File: src/rtl/sar_conv_scheduler.sv
// Conversion scheduler for the 8-bit sar_logic ADC core: periodic or one-shot
// cnvst issue, eoc capture into a small result FIFO, and a per-conversion watchdog.
module sar_conv_scheduler #(
    parameter int DEPTH   = 4,
    parameter int TIMEOUT = 64
) (
    input  logic        clk,
    input  logic        rst,
    input  logic        enable,
    input  logic [15:0] period,
    input  logic        single,
    input  logic        clr,
    input  logic        eoc,
    input  logic [7:0]  sar,
    output logic        cnvst,
    output logic        busy,
    output logic [7:0]  dout,
    output logic        dout_valid,
    input  logic        dout_ready,
    output logic        overflow,
    output logic        timeout_err,
    output logic [15:0] conv_cnt
);
    localparam int AW = $clog2(DEPTH);
    localparam int PW = AW + 1;
    localparam logic [15:0]   WD_LAST  = 16'(TIMEOUT - 1);
    localparam logic [PW-1:0] FULL_CNT = PW'(DEPTH);
    localparam logic [PW-1:0] ONE      = PW'(1);

    typedef enum logic [1:0] {IDLE, START, CONV, HOLD} state_t;

    state_t        state;
    logic [15:0]   ivl;
    logic [15:0]   wd;
    logic [15:0]   gap;
    logic [7:0]    mem [DEPTH];
    logic [PW-1:0] wptr;
    logic [PW-1:0] rptr;
    logic [PW-1:0] count;
    logic          full;
    logic          pop;
    logic          hit;
    logic          expire;
    logic          push;
    logic          drop;

    assign gap        = (period == 16'd0) ? 16'd0 : period - 16'd1;
    assign full       = (count == FULL_CNT);
    assign dout_valid = (count != '0);
    assign pop        = dout_valid && dout_ready;
    assign hit        = (state == CONV) && eoc;
    // eoc in the last watchdog cycle still counts as a good conversion
    assign expire     = (state == CONV) && !eoc && (wd == WD_LAST);
    assign push       = hit && (!full || pop);
    assign drop       = hit && full && !pop;
    assign dout       = dout_valid ? mem[rptr[AW-1:0]] : 8'h00;

    always_ff @(posedge clk or posedge rst) begin
        if (rst) begin
            state <= IDLE;
            cnvst <= 1'b0;
            busy  <= 1'b0;
            ivl   <= 16'd0;
            wd    <= 16'd0;
        end else begin
            cnvst <= 1'b0;
            if (ivl != 16'hFFFF) ivl <= ivl + 16'd1;
            if (wd != 16'hFFFF) wd <= wd + 16'd1;
            unique case (state)
                IDLE: begin
                    if (enable || single) begin
                        state <= START;
                        cnvst <= 1'b1;
                        busy  <= 1'b1;
                        ivl   <= 16'd0;
                        wd    <= 16'd0;
                    end
                end
                START: state <= CONV;
                CONV: begin
                    if (eoc || expire) begin
                        state <= HOLD;
                        busy  <= 1'b0;
                    end
                end
                HOLD: begin
                    if (!enable) begin
                        state <= IDLE;
                    end else if (ivl >= gap) begin
                        state <= START;
                        cnvst <= 1'b1;
                        busy  <= 1'b1;
                        ivl   <= 16'd0;
                        wd    <= 16'd0;
                    end
                end
            endcase
        end
    end

    always_ff @(posedge clk) begin
        if (push) mem[wptr[AW-1:0]] <= sar;
    end

    // a set event in the same cycle as clr keeps the flag up
    always_ff @(posedge clk or posedge rst) begin
        if (rst) begin
            wptr        <= '0;
            rptr        <= '0;
            count       <= '0;
            conv_cnt    <= 16'd0;
            overflow    <= 1'b0;
            timeout_err <= 1'b0;
        end else begin
            if (push) begin
                wptr     <= wptr + ONE;
                conv_cnt <= conv_cnt + 16'd1;
            end
            if (pop) rptr <= rptr + ONE;
            if (push && !pop) count <= count + ONE;
            else if (pop && !push) count <= count - ONE;
            if (drop) overflow <= 1'b1;
            else if (clr) overflow <= 1'b0;
            if (expire) timeout_err <= 1'b1;
            else if (clr) timeout_err <= 1'b0;
        end
    end
endmodule

File: config.mk
export PLATFORM = sky130hd
export DESIGN_NAME = sar_conv_scheduler
export DESIGN_NICKNAME = d
export VERILOG_FILES = /design/src/rtl/sar_conv_scheduler.sv
export SDC_FILE = /design/constraint.sdc
export NUM_CORES = 1
export LEC_CHECK = 0
export ABC_AREA = 1
export CAP_MARGIN = 25
export CELL_PAD_IN_SITES_DETAIL_PLACEMENT = 0
export CELL_PAD_IN_SITES_GLOBAL_PLACEMENT = 2
export CORE_UTILIZATION = 30
export CTS_CLUSTER_SIZE = 24
export DETAILED_ROUTE_END_ITERATION = 7
export GPL_TIMING_DRIVEN = 0
export PLACE_DENSITY = 0.71
export SYNTH_ARGS = -nofsm -noshare
export SYNTH_HDL_FRONTEND = slang
export SYNTH_SLANG_ARGS = --single-unit
File: constraint.sdc
create_clock -name clk -period 3.9 [get_ports clk]
set_clock_uncertainty 0.1 [all_clocks]
set_input_delay 0.39 -clock clk [delete_from_list [all_inputs] [get_ports clk]]
set_output_delay 0.39 -clock clk [all_outputs]
set_load 0.005 [all_outputs]
==> results.toml, run 1 <==
[worst_setup_path]
cp_cell_sequence = "clkdlybuf4s50_1 > nor2_1 > nand2_1 > nor4_2 > nand4_2 > buf_2 > nand2_1 > ha_1 > a21oi_1 > o21ai_0 > nor2_2 > nand3_4 > nand2_4 > inv_4 > buf_6 > nor2_1"
worstSetupStartpointType = "input port"
cpMaxStageDelayCell = "clkdlybuf4s50_1"
critPathArrivalTime_ns = 3.47
cp_slowest_stage_delay_ns = 0.50
timing.rr.start = "state[0]"
cp_data_required_time_ns = 4.08
cp-startpoint = "period[11]"
cp-end-kind = "register"
crit_path_max_fanout = 10
crit_type = "in -> reg"

[floorplanning]
initial_core_util_pct = 30.7
ios = 60
rows = 49
fp.dieW_um = 138
core_um2 = 18100
die_h_um = 138
dieArea_um2 = 19100

[timing]
setup_viol = 0
tightestPinTransition_ns = 0.850
finalHoldViolCount = 0
min_period_ns = 3.30
drv_slew = 0
clock.fmax_ghz = 0.303
finalSetupTns_ns = 0
fin_crit_sh_pct = 84.6
slew_headroom_pct = 43.3
fin_ws_ns = 0.602
rsz0062_at_grt = "false"

[layout]
fin_nets = 798
drive_above_1_share_pct = 8.64
antenna_cells = 0
layout_common_cells = "nand2_1 (120), nor2_1 (113), inv_1 (73), dfrtp_1 (61), clkdlybuf4s50_1 (59)"
mostFrequentLayoutCell = "nand2_1"
area_growth_syn_to_layout_pct = 21.5
finish.utilization_pct = 37.3
final_cells = 970

[logic_synthesis]
yosys_warnings = 0
synthMuxAreaShare_pct = 0.203
syn_inst = 665
synth_compound_area_share_pct = 8.29
synth_seq_area_share_pct = 44.8
async_reset_ff_share_pct = 65.6
synthXorXnorAreaFrac_pct = 5.04
synth_top_family_by_area = "simple AND/OR/NAND/NOR gates"
syn_area_per_cell_um2 = 8.36
synth-edff-count = 32
synth-seq-cells = 93
synthSimpleGateAreaFrac_pct = 28.0
yosysUniqueCellTypes = 47
syn_area_um2 = 5560
synth_nets = 727
synth_fa_ha_area_share_pct = 7.12
synth-main-ff-cell = "dfrtp_1"

[global_routing]
overflow = 0
grt_util_all_layers_pct = 14.5
grt_pass1_wl_um = 22000
grt_pass1_vias = 4384
antenna_found_initial = 0
grt_start_max_net_pins = 39

[place]
place.gp.congestion = 0.769
place_ws_ns = 0.0976
port_buffers = 59
dp_cells = 954
dp_hpwl_um = 9920

[route]
drt_pass1_iterations = 7
vias = 4468
drc = 7
postRouteAntennaNets = 0
routedWlPerCell_um = 13.6
viasPerCell = 4.61
drt-total-wl_um = 13200
drt-initial-drc-count = 182

[clock_network]
clockBufferDepth = 2
ctsHtreeMaxLevel = 3
ctsResizeCount = 0
cts-root-buf = "clkbuf_16"
cts_setup_buffers = 0
clk_pin_slew_worst_paths_ns = 0.07
cts_tree = "done"
clk_latency_ns = 0.35
cts.sinks = 93
cts_buffers = 9
hold_buffers = 0

[hold_path]
hold_class = "reg -> reg"
worstHoldStart = "busy"

[power_and_ir_drop]
ir_drop_mv = 0.268
p_leak_nw = 2.94
power.density_nw_per_um2 = 536
p_total_w = 0.00362

[run_status]
failed_checks = "design-rule violations"
status = "complete, but fails checks"

[flow_run]
cap_violations = 0
-- logic make-up after synthesis --
| family | count (synthesis) |
|---|---|
| AND/OR/NAND/NOR | 338 |
| adder cells (fa/ha/maj) | 31 |
| buffers and inverters | 89 |
| flip-flops | 93 |
| AO/OA/AOI/OAI | 81 |
| multiplexers | 1 |
| XOR/XNOR | 32 |
-- synthesized netlist by cell type, drive strengths merged (3+ instances only) --
library cell    n  area [µm²]
nand2         126         498
nor2          122         504
inv            78         295
dfrtp          61        1530
nand3          36         205
o21ai          36         180
edfxtp         32         961
a21oi          30         150
ha             30         375
xor2           24         210
nor3           20         120
nand4          15         100
or2            10        62.6
buf             8        58.8
xnor2           8        70.1
nor4            4        31.3
a22oi           3        22.5
-- path summary, 6_finish.rpt --
path / to / slack [ns] / cells past startpoint
min reg2reg: busy / 0.37 / 2
max: ivl[13] / 0.60 / 16
max reg2reg: count[2] / 1.09 / 11
max in group asynchronous: ivl[9] / 2.65 / 3
min in group asynchronous: conv_cnt[2] / 0.44 / 2
min: busy / 0.37 / 2
-- flip-flops by register name, summed over array words and instances (netlist names) --
name         count
busy             1
cnvst            1
conv_cnt        16
count            3
ivl             16
mem             32
overflow         1
rptr             2
state            2
timeout_err      1
wd              16
wptr             2
-- routing by layer --
metal | GRT usage (%) | share of wire, %
met4 | 5.32 | 1.5
met1 | 19.0 | 49
met5 | 0 | 0
met3 | 2.36 | 3.0
met2 | 24.2 | 47
-- stage by stage --
stage,cell area [µm²],hold slack [ns]
floorplan,5560,0.364
global placement,6430,0.369
detailed placement,6450,0.364
CTS,6750,0.380
global route,6750,0.406
finish,6750,0.372
-- critical path: cells and delay by family --
family                   cells  cell delay (ns)
AO/OA/AOI/OAI                2             0.27
adder cells (fa/ha/maj)      1             0.25
buffers and inverters        4             0.99
AND/OR/NAND/NOR              9             1.55
-- where the power goes --
group / total [W] / internal [W] / switching, W / leakage (nW)
registers: 0.00132 / 0.00118 / 0.000141 / 1.10
logic: 0.00142 / 0.000621 / 0.000800 / 1.69
clock network: 0.000873 / 0.000454 / 0.000419 / 0.144
-- cell type report --
class | instances | area (µm²)
Multi-Input combinational cell | 483 | 2700
Clock buffer | 9 | 225
Sequential cell | 93 | 2490
Timing Repair Buffer | 60 | 611
Buffer | 9 | 62.6
Clock inverter | 7 | 70.1
Tap cell | 229 | 287
Inverter | 80 | 303
Fill cell | 1825 | 11300
Power figures use the tool's default switching activity.
==> run 2: changes to the inputs <==
- clock period: 3.9 -> 3.4 ns (I/O delays scaled with it)
==> run 2 against run 1 <==
Against the previous run: sequential share of layout area shrank 0.11 points; hold slack gained 0.00057 ns; clock power grew 15%; die area is the same; critical endpoint unchanged; flip-flop and latch count is the same; the flow still finishes with violations (design-rule violations).
==> results.toml, run 2 (synthesis gave the netlist of run 1 again) <==
[run_status]
status = "complete, but fails checks"
failed_checks = "design-rule violations"

[power_and_ir_drop]
p_total_w = 0.00415
power.density_nw_per_um2 = 613
pwr-share-clk_pct = 24.1
power_frac_seq_pct = 36.5
ir_drop_mv = 0.307
switching_share_pct = 37.7
p_comb_share_pct = 39.3
switching_power_w = 0.00156
power.internal_w = 0.00259
p_leak_nw = 2.94

[place]
place_ws_ns = -0.352
place.gp.congestion = 0.769
port_buffers = 59
dp_hpwl_um = 9920

[global_routing]
grt_pass1_wl_um = 22000
grt_pass1_vias = 4384
overflow = 0
grt_start_max_net_pins = 39
grt_util_all_layers_pct = 14.5
antenna_found_initial = 0

[layout]
fin_nets = 799
drive_above_1_share_pct = 9.03
largest_reg_flops = 32
layout_common_cells = "nand2_1 (119), nor2_1 (113), inv_1 (73), dfrtp_1 (61), clkdlybuf4s50_1 (59)"
mostFrequentLayoutCell = "nand2_1"
antenna_cells = 0
area_growth_syn_to_layout_pct = 21.8

[timing]
slew_headroom_pct = 43.1
rsz0062_at_grt = "false"
clock.fmax_ghz = 0.320
min_period_ns = 3.13
fin_crit_sh_pct = 92.0
finalHoldViolCount = 0
setup_viol = 0
tightestPinTransition_ns = 0.852
fin_ws_ns = 0.270
drv_slew = 0

[route]
drt-initial-drc-count = 194
drt_pass1_iterations = 6
postRouteAntennaNets = 0
routedWlPerCell_um = 13.6
vias = 4483
viasPerCell = 4.62
drc = 8
drt-total-wl_um = 13200

[hold_path]
hold_class = "reg -> reg"
hold_depth = 2

[worst_setup_path]
crit_type = "in -> reg"
cp-end-kind = "register"
crit_path_max_fanout = 10
worstSetupStartpointType = "input port"
critPathArrivalTime_ns = 3.31
cp_data_required_time_ns = 3.58
reg2regPathDepth = 11

[clock_network]
hold_buffers = 0
clockBufferDepth = 2
clk_latency_ns = 0.35
cts_tree = "done"
clk_pin_slew_worst_paths_ns = 0.07
cts_buffers = 9
ctsHtreeMaxLevel = 3
cts-root-buf = "clkbuf_16"
cts.sinks = 93

[floorplanning]
dieArea_um2 = 19100
initial_core_util_pct = 30.7
ios = 60
fp.dieW_um = 138
die_h_um = 138
core_um2 = 18100
rows = 49

[flow_run]
cap_violations = 0
## run 2: cell count changes in the layout (fill, tap and decap cells not counted), sizes merged
cell,previous run,this run
buf,9,10
## run 2: stage by stage
step                      instance area (µm²)  hold slack (ns)  TNS [ns]  instances  utilization (%)
after global routing                     6770            0.406         0        971             37.4
after detailed placement                 6450            0.364     -8.73        954             35.7
after floorplan                          5560            0.339         0        665                -
after global placement                   6430            0.369     -6.11        953             35.6
final                                    6770            0.372         0        971             37.4
after CTS                                6750            0.380         0        970             37.3
## run 2: repair_timing
item / in CTS / in global routing
resized for setup: 0 / 3
buffers inserted: 0 / 1
endpoints found under the setup margin: 0 / 21
## run 2: layer usage
| layer | vias up | GRT usage (%) | share of wire (%) |
|---|---|---|---|
| met5 | - | 0 | 0 |
| met4 | 0 | 5.32 | 1.5 |
| met3 | 15 | 2.36 | 3.0 |
| met2 | 66 | 24.2 | 47 |
| met1 | 2071 | 19.0 | 49 |
| li1 | 2331 | - | - |
## run 2: critical path: stages
cell and delay (ns):
clkdlybuf4s50_1 0.45, or2_0 0.25, nor2_1 0.11, nand2_1 0.09
nor2_2 0.15, nand2_1 0.13, nor2_4 0.13, or2_2 0.12
nand3_1 0.10, ha_1 0.31, a21oi_1 0.16, a21oi_1 0.09
nor2_2 0.26, nand3_4 0.17, nand2_4 0.12, inv_4 0.07
buf_6 0.15, nor2_1 0.09
## run 2: worst paths after layout
check / startpoint / end / slack [ns]
max in group asynchronous: rst / ivl[14] / 2.19
min in group asynchronous: rst / conv_cnt[2] / 0.39
worst min-delay path: busy / busy / 0.37
worst max register to register: state[0] / count[2] / 0.60
worst max-delay path: period[3] / ivl[13] / 0.27
worst min register to register: busy / busy / 0.37
## run 2: layout make-up
cell class | instances | area (µm²)
multi-input cells | 483 | 2720
flip-flops and latches | 93 | 2490
repair buffers | 61 | 618
clock buffers | 9 | 225
well taps | 229 | 287
clock inverters | 7 | 70.1
plain buffers | 9 | 62.6
fillers | 1822 | 11300
inverters | 80 | 303
## run 2: power groups by stage
stage	registers, W	logic [W]	clock network [W]
CTS	0.00152	0.00168	0.00104
finish	0.00152	0.00163	0.00100
floorplan	0.00150	0.00101	0
global placement	0.00153	0.00163	0
detailed placement	0.00154	0.00167	0
global route	0.00154	0.00184	0.00108
==> patch 1 (flow settings as in run 1) <==
The 4 states of `state_t` get a one-hot encoding in 4 bits.
--- a/src/rtl/sar_conv_scheduler.sv
+++ b/src/rtl/sar_conv_scheduler.sv
@@ -29,3 +29,3 @@
 
-    typedef enum logic [1:0] {IDLE, START, CONV, HOLD} state_t;
+    typedef enum logic [3:0] {IDLE = 4'b0001, START = 4'b0010, CONV = 4'b0100, HOLD = 4'b1000} state_t;
 
Behaviour: same outputs for any inputs over 10 cycles, from zero or initial values and one cycle with rst high; not proved beyond that.
==> patch 1 against run 1 <==
- sequential power increased by 17%
- non-clock buffer count unchanged
- critical path type unchanged
- worst setup slack gained 0.11 ns
- power up 11%
- sequential cell count up 2
- largest cell class unchanged
- final area down 1.0%
- first-iteration DRC count grew 43%
- fmax rose by 3.3%
- wire length fell by 2.9%
- synthesized area shrank 0.92%
==> patch 1: results (changes against run 1) <==
status=completed; Post-synth top cells=119 x nor2_1, 116 x nand2_1, 74 x inv_1; DP Cell Count=948 (-0.63%); switch share=38.9% (+1.3 points); WL met2=6.14 mm (-0.47%); worst r2r dst=count[1]; WHS=0.401 ns (+0.0292 ns); Synth cell types=41 (-13%); worst slack, placed=0.291 ns (+0.194 ns); peak supply drop=0.297 mV (+11%); DPL Wire Length=9.42 mm (-5.1%); WP data arrival=3.38 ns (-0.09 ns); hold_sp=conv_cnt[6]; Routed WL per cell=13.3 um (-2.3%); Worst-Margin Slew=0.826 ns (-0.0236 ns); layout cells sized above 1=10.7% (+2.1 points); Reg power frac=38.5% (+2.0 points); Min-Delay Endpoint=conv_cnt[6]; async set or reset register ratio after synthesis=66.3% (+0.72 points); Hold Path Stages=1 (-1); FF-to-FF Start=count[0]; Total Power=4000 uW (+11%); sequential share of the synthesized area=46.1% (+1.3 points); capture point of the worst path=wd[15]; dpl cell area=6380 um^2 (-1.1%); largest net degree at the start of global routing=64 (+64%); R2R Setup Slk=1.42 ns (+0.33 ns); DRT met1 WL=6.13 mm (-4.5%); CP peak stage delay=0.46 ns (-0.04 ns); DR vias/cell=4.52 (-1.8%); Iter 0 DRT Violations=260 (+43%); GRT Util Overall=14.7% (+0.14 points); power share of the clock group=22.3% (-1.8 points); DRT Pass-1 Iters=5 (-2); grt met3 use=2.91% (+0.55 points); GR Layer Usage met1=18.5% (-0.50 points); gp weighted congestion=0.774 (+0.62%); worst reg2reg path depth=9 (-2)
-- patch 1: changes by cell type after synthesis, moves of 5 or more --
| cell | before | now |
|---|---|---|
| or2_2 | 7 | 15 |
| nand3_2 | 0 | 7 |
| o21ai_0 | 34 | 27 |
| nor2_1 | 113 | 119 |
| nor2_2 | 6 | 11 |
| xor2_1 | 24 | 19 |
-- patch 1: layout make-up --
class | instances | area (um^2) | area share, %
repair buffers | 59 | 591 | 8.84
well taps | 229 | 287 | 4.29
clock buffers | 9 | 225 | 3.37
multi-input cells | 473 | 2580 | 38.6
inverters | 82 | 315 | 4.72
plain buffers | 10 | 76.3 | 1.14
flip-flops and latches | 95 | 2540 | 38.0
clock inverters | 7 | 68.8 | 1.03
-- patch 1: kinds of logic after synthesis --
group	synth area share [%]
simple gates	28.4
mux	0.205
xor+xnor	4.93
buf+inv	7.07
flops	46.1
compound gates	7.05
fa+ha+maj	6.27
==> patch 2 (flow settings as in run 1) <==
Without the edit above. `DEPTH`: 4 -> 2.
--- a/src/rtl/sar_conv_scheduler.sv
+++ b/src/rtl/sar_conv_scheduler.sv
@@ -3,3 +3,3 @@
 module sar_conv_scheduler #(
-    parameter int DEPTH   = 4,
+    parameter int DEPTH   = 2,
     parameter int TIMEOUT = 64
Check against the original RTL: not equivalent (Yosys sat finds a counterexample within 10 cycles, from zero or initial values and one cycle with rst high).
==> patch 2 against run 1 <==
- die area fell by 18%
- largest cell class unchanged
- sequential cell count shrank 19
- final area down 15%
- cell count fell by 13%
- fmax down 5.9%
- synthesized area down 18%
- power shrank 21%
- critical path type unchanged
- non-clock buffer count decreased by 4
- critical endpoint is now wd[10]
- largest power group is now registers
- worst setup slack worse by 0.20 ns
- highest routed layer unchanged
- wire length decreased by 17%
==> patch 2: results (changes against run 1) <==
post-synth net total=641 (-12%); first-pass GRT wire length=18.6 mm (-16%); status=completed; final wirelength=10.9 mm (-17%); Worst-Margin Slew=0.760 ns (-0.0903 ns); sequential share of the synthesized area=42.3% (-2.5 points); peak supply drop=0.259 mV (-3.2%); GRT Util Overall=14.8% (+0.26 points); DRT Pass-1 Iters=6 (-1); async set or reset register ratio after synthesis=78.4% (+13 points); # fillers=1527 (-16%); Post-synth top cells=123 x nand2_1, 90 x nor2_1, 74 x inv_1; Total Nets Final=712 (-11%); number of synthesized flops with an enable pin=16 (-50%); gp weighted congestion=0.780 (+1.4%); Leakage Power=0.00266 uW (-9.6%); Synth cell types=40 (-15%); DPL Wire Length=8.33 mm (-16%); clk buf depth=2 (unchanged); Iter 0 DRT Violations=162 (-11%); largest net degree at the start of global routing=31 (-21%); DRC violations left=0 (-7); number of global-route vias before repair=3844 (-12%); DR vias/cell=4.61 (about the same); Synth area leaders=dfrtp_1 32%, edfxtp_1 11%, nand2_1 10%; worst slack, placed=-0.0691 ns (-0.167 ns); TritonCTS Buffers=9 (unchanged)
## patch 2: critical path, stage by stage
cell and delay [ns]:
clkdlybuf4s50_1 0.42, inv_1 0.10, ha_1 0.20, nand2_1 0.11, nor3_2 0.27, nand2_1 0.14, nor2_1 0.20, nand2_1 0.07
nand2_1 0.06, nand3_1 0.12, ha_1 0.31, nand2_1 0.07, nor3_1 0.27, nand2_1 0.15, nand3_2 0.14, nand2_2 0.12
inv_2 0.19, buf_4 0.23, nor2_1 0.07
## patch 2: power by group
group	switching (uW)	internal, uW	total, uW
combinational	548	427	975
sequential	111	919	1030
clock	353	508	860
total	1010	1850	2860
## patch 2: final timing paths
path	start	slack (ns)	end	cells past startpoint
hold reg to reg	count[0]	0.39	count[0]	1
max in group asynchronous	rst	2.75	wd[1]	3
setup / recovery	period[0]	0.40	wd[10]	19
hold / removal	rst	0.36	conv_cnt[8]	2
min in group clk	count[0]	0.39	count[0]	1
setup reg to reg	ivl[11]	1.64	wd[10]	9
## patch 2: through the flow
stage               TNS [ns]  util [%]  std cells  cell area, um^2  power [uW]
CTS                        0      38.9        844             5720        2930
global route               0      38.9        844             5720        3090
floorplan                  0         -        584             4570        1620
finish                     0      38.9        844             5720        2860
detailed placement     -1.17      36.8        828             5410        2040
global placement       -1.20      36.7        827             5390        2030
## patch 2: kinds of logic after synthesis
logic type | Yosys count | synth area share, %
and+or+nand+nor | 314 | 31.0
buffers and inverters | 82 | 6.98
adders and majority gates | 26 | 7.12
xor gates and xnor gates | 29 | 5.56
AOI/OAI and AO/OA | 59 | 7.06
DFF | 74 | 42.3
## patch 2: layer usage
| layer | global-route usage (%) | part of all wire (%) | up-vias |
|---|---|---|---|
| li1 | - | - | 2035 |
| met1 | 19.9 | 50 | 1791 |
| met2 | 23.9 | 46 | 51 |
| met3 | 2.91 | 3.0 | 10 |
| met4 | 4.59 | 0.75 | 0 |
| met5 | 0 | 0 | - |
## patch 2: cell type report
type | instances | area [um^2] | area share [%]
multi-input combinational | 428 | 2320 | 40.5
sequential | 74 | 1930 | 33.8
timing repair buffer | 60 | 611 | 10.7
inverter | 77 | 290 | 5.08
tap | 184 | 230 | 4.03
clock buffer | 9 | 225 | 3.94
clock inverter | 7 | 83.8 | 1.47
buffer | 5 | 28.8 | 0.503
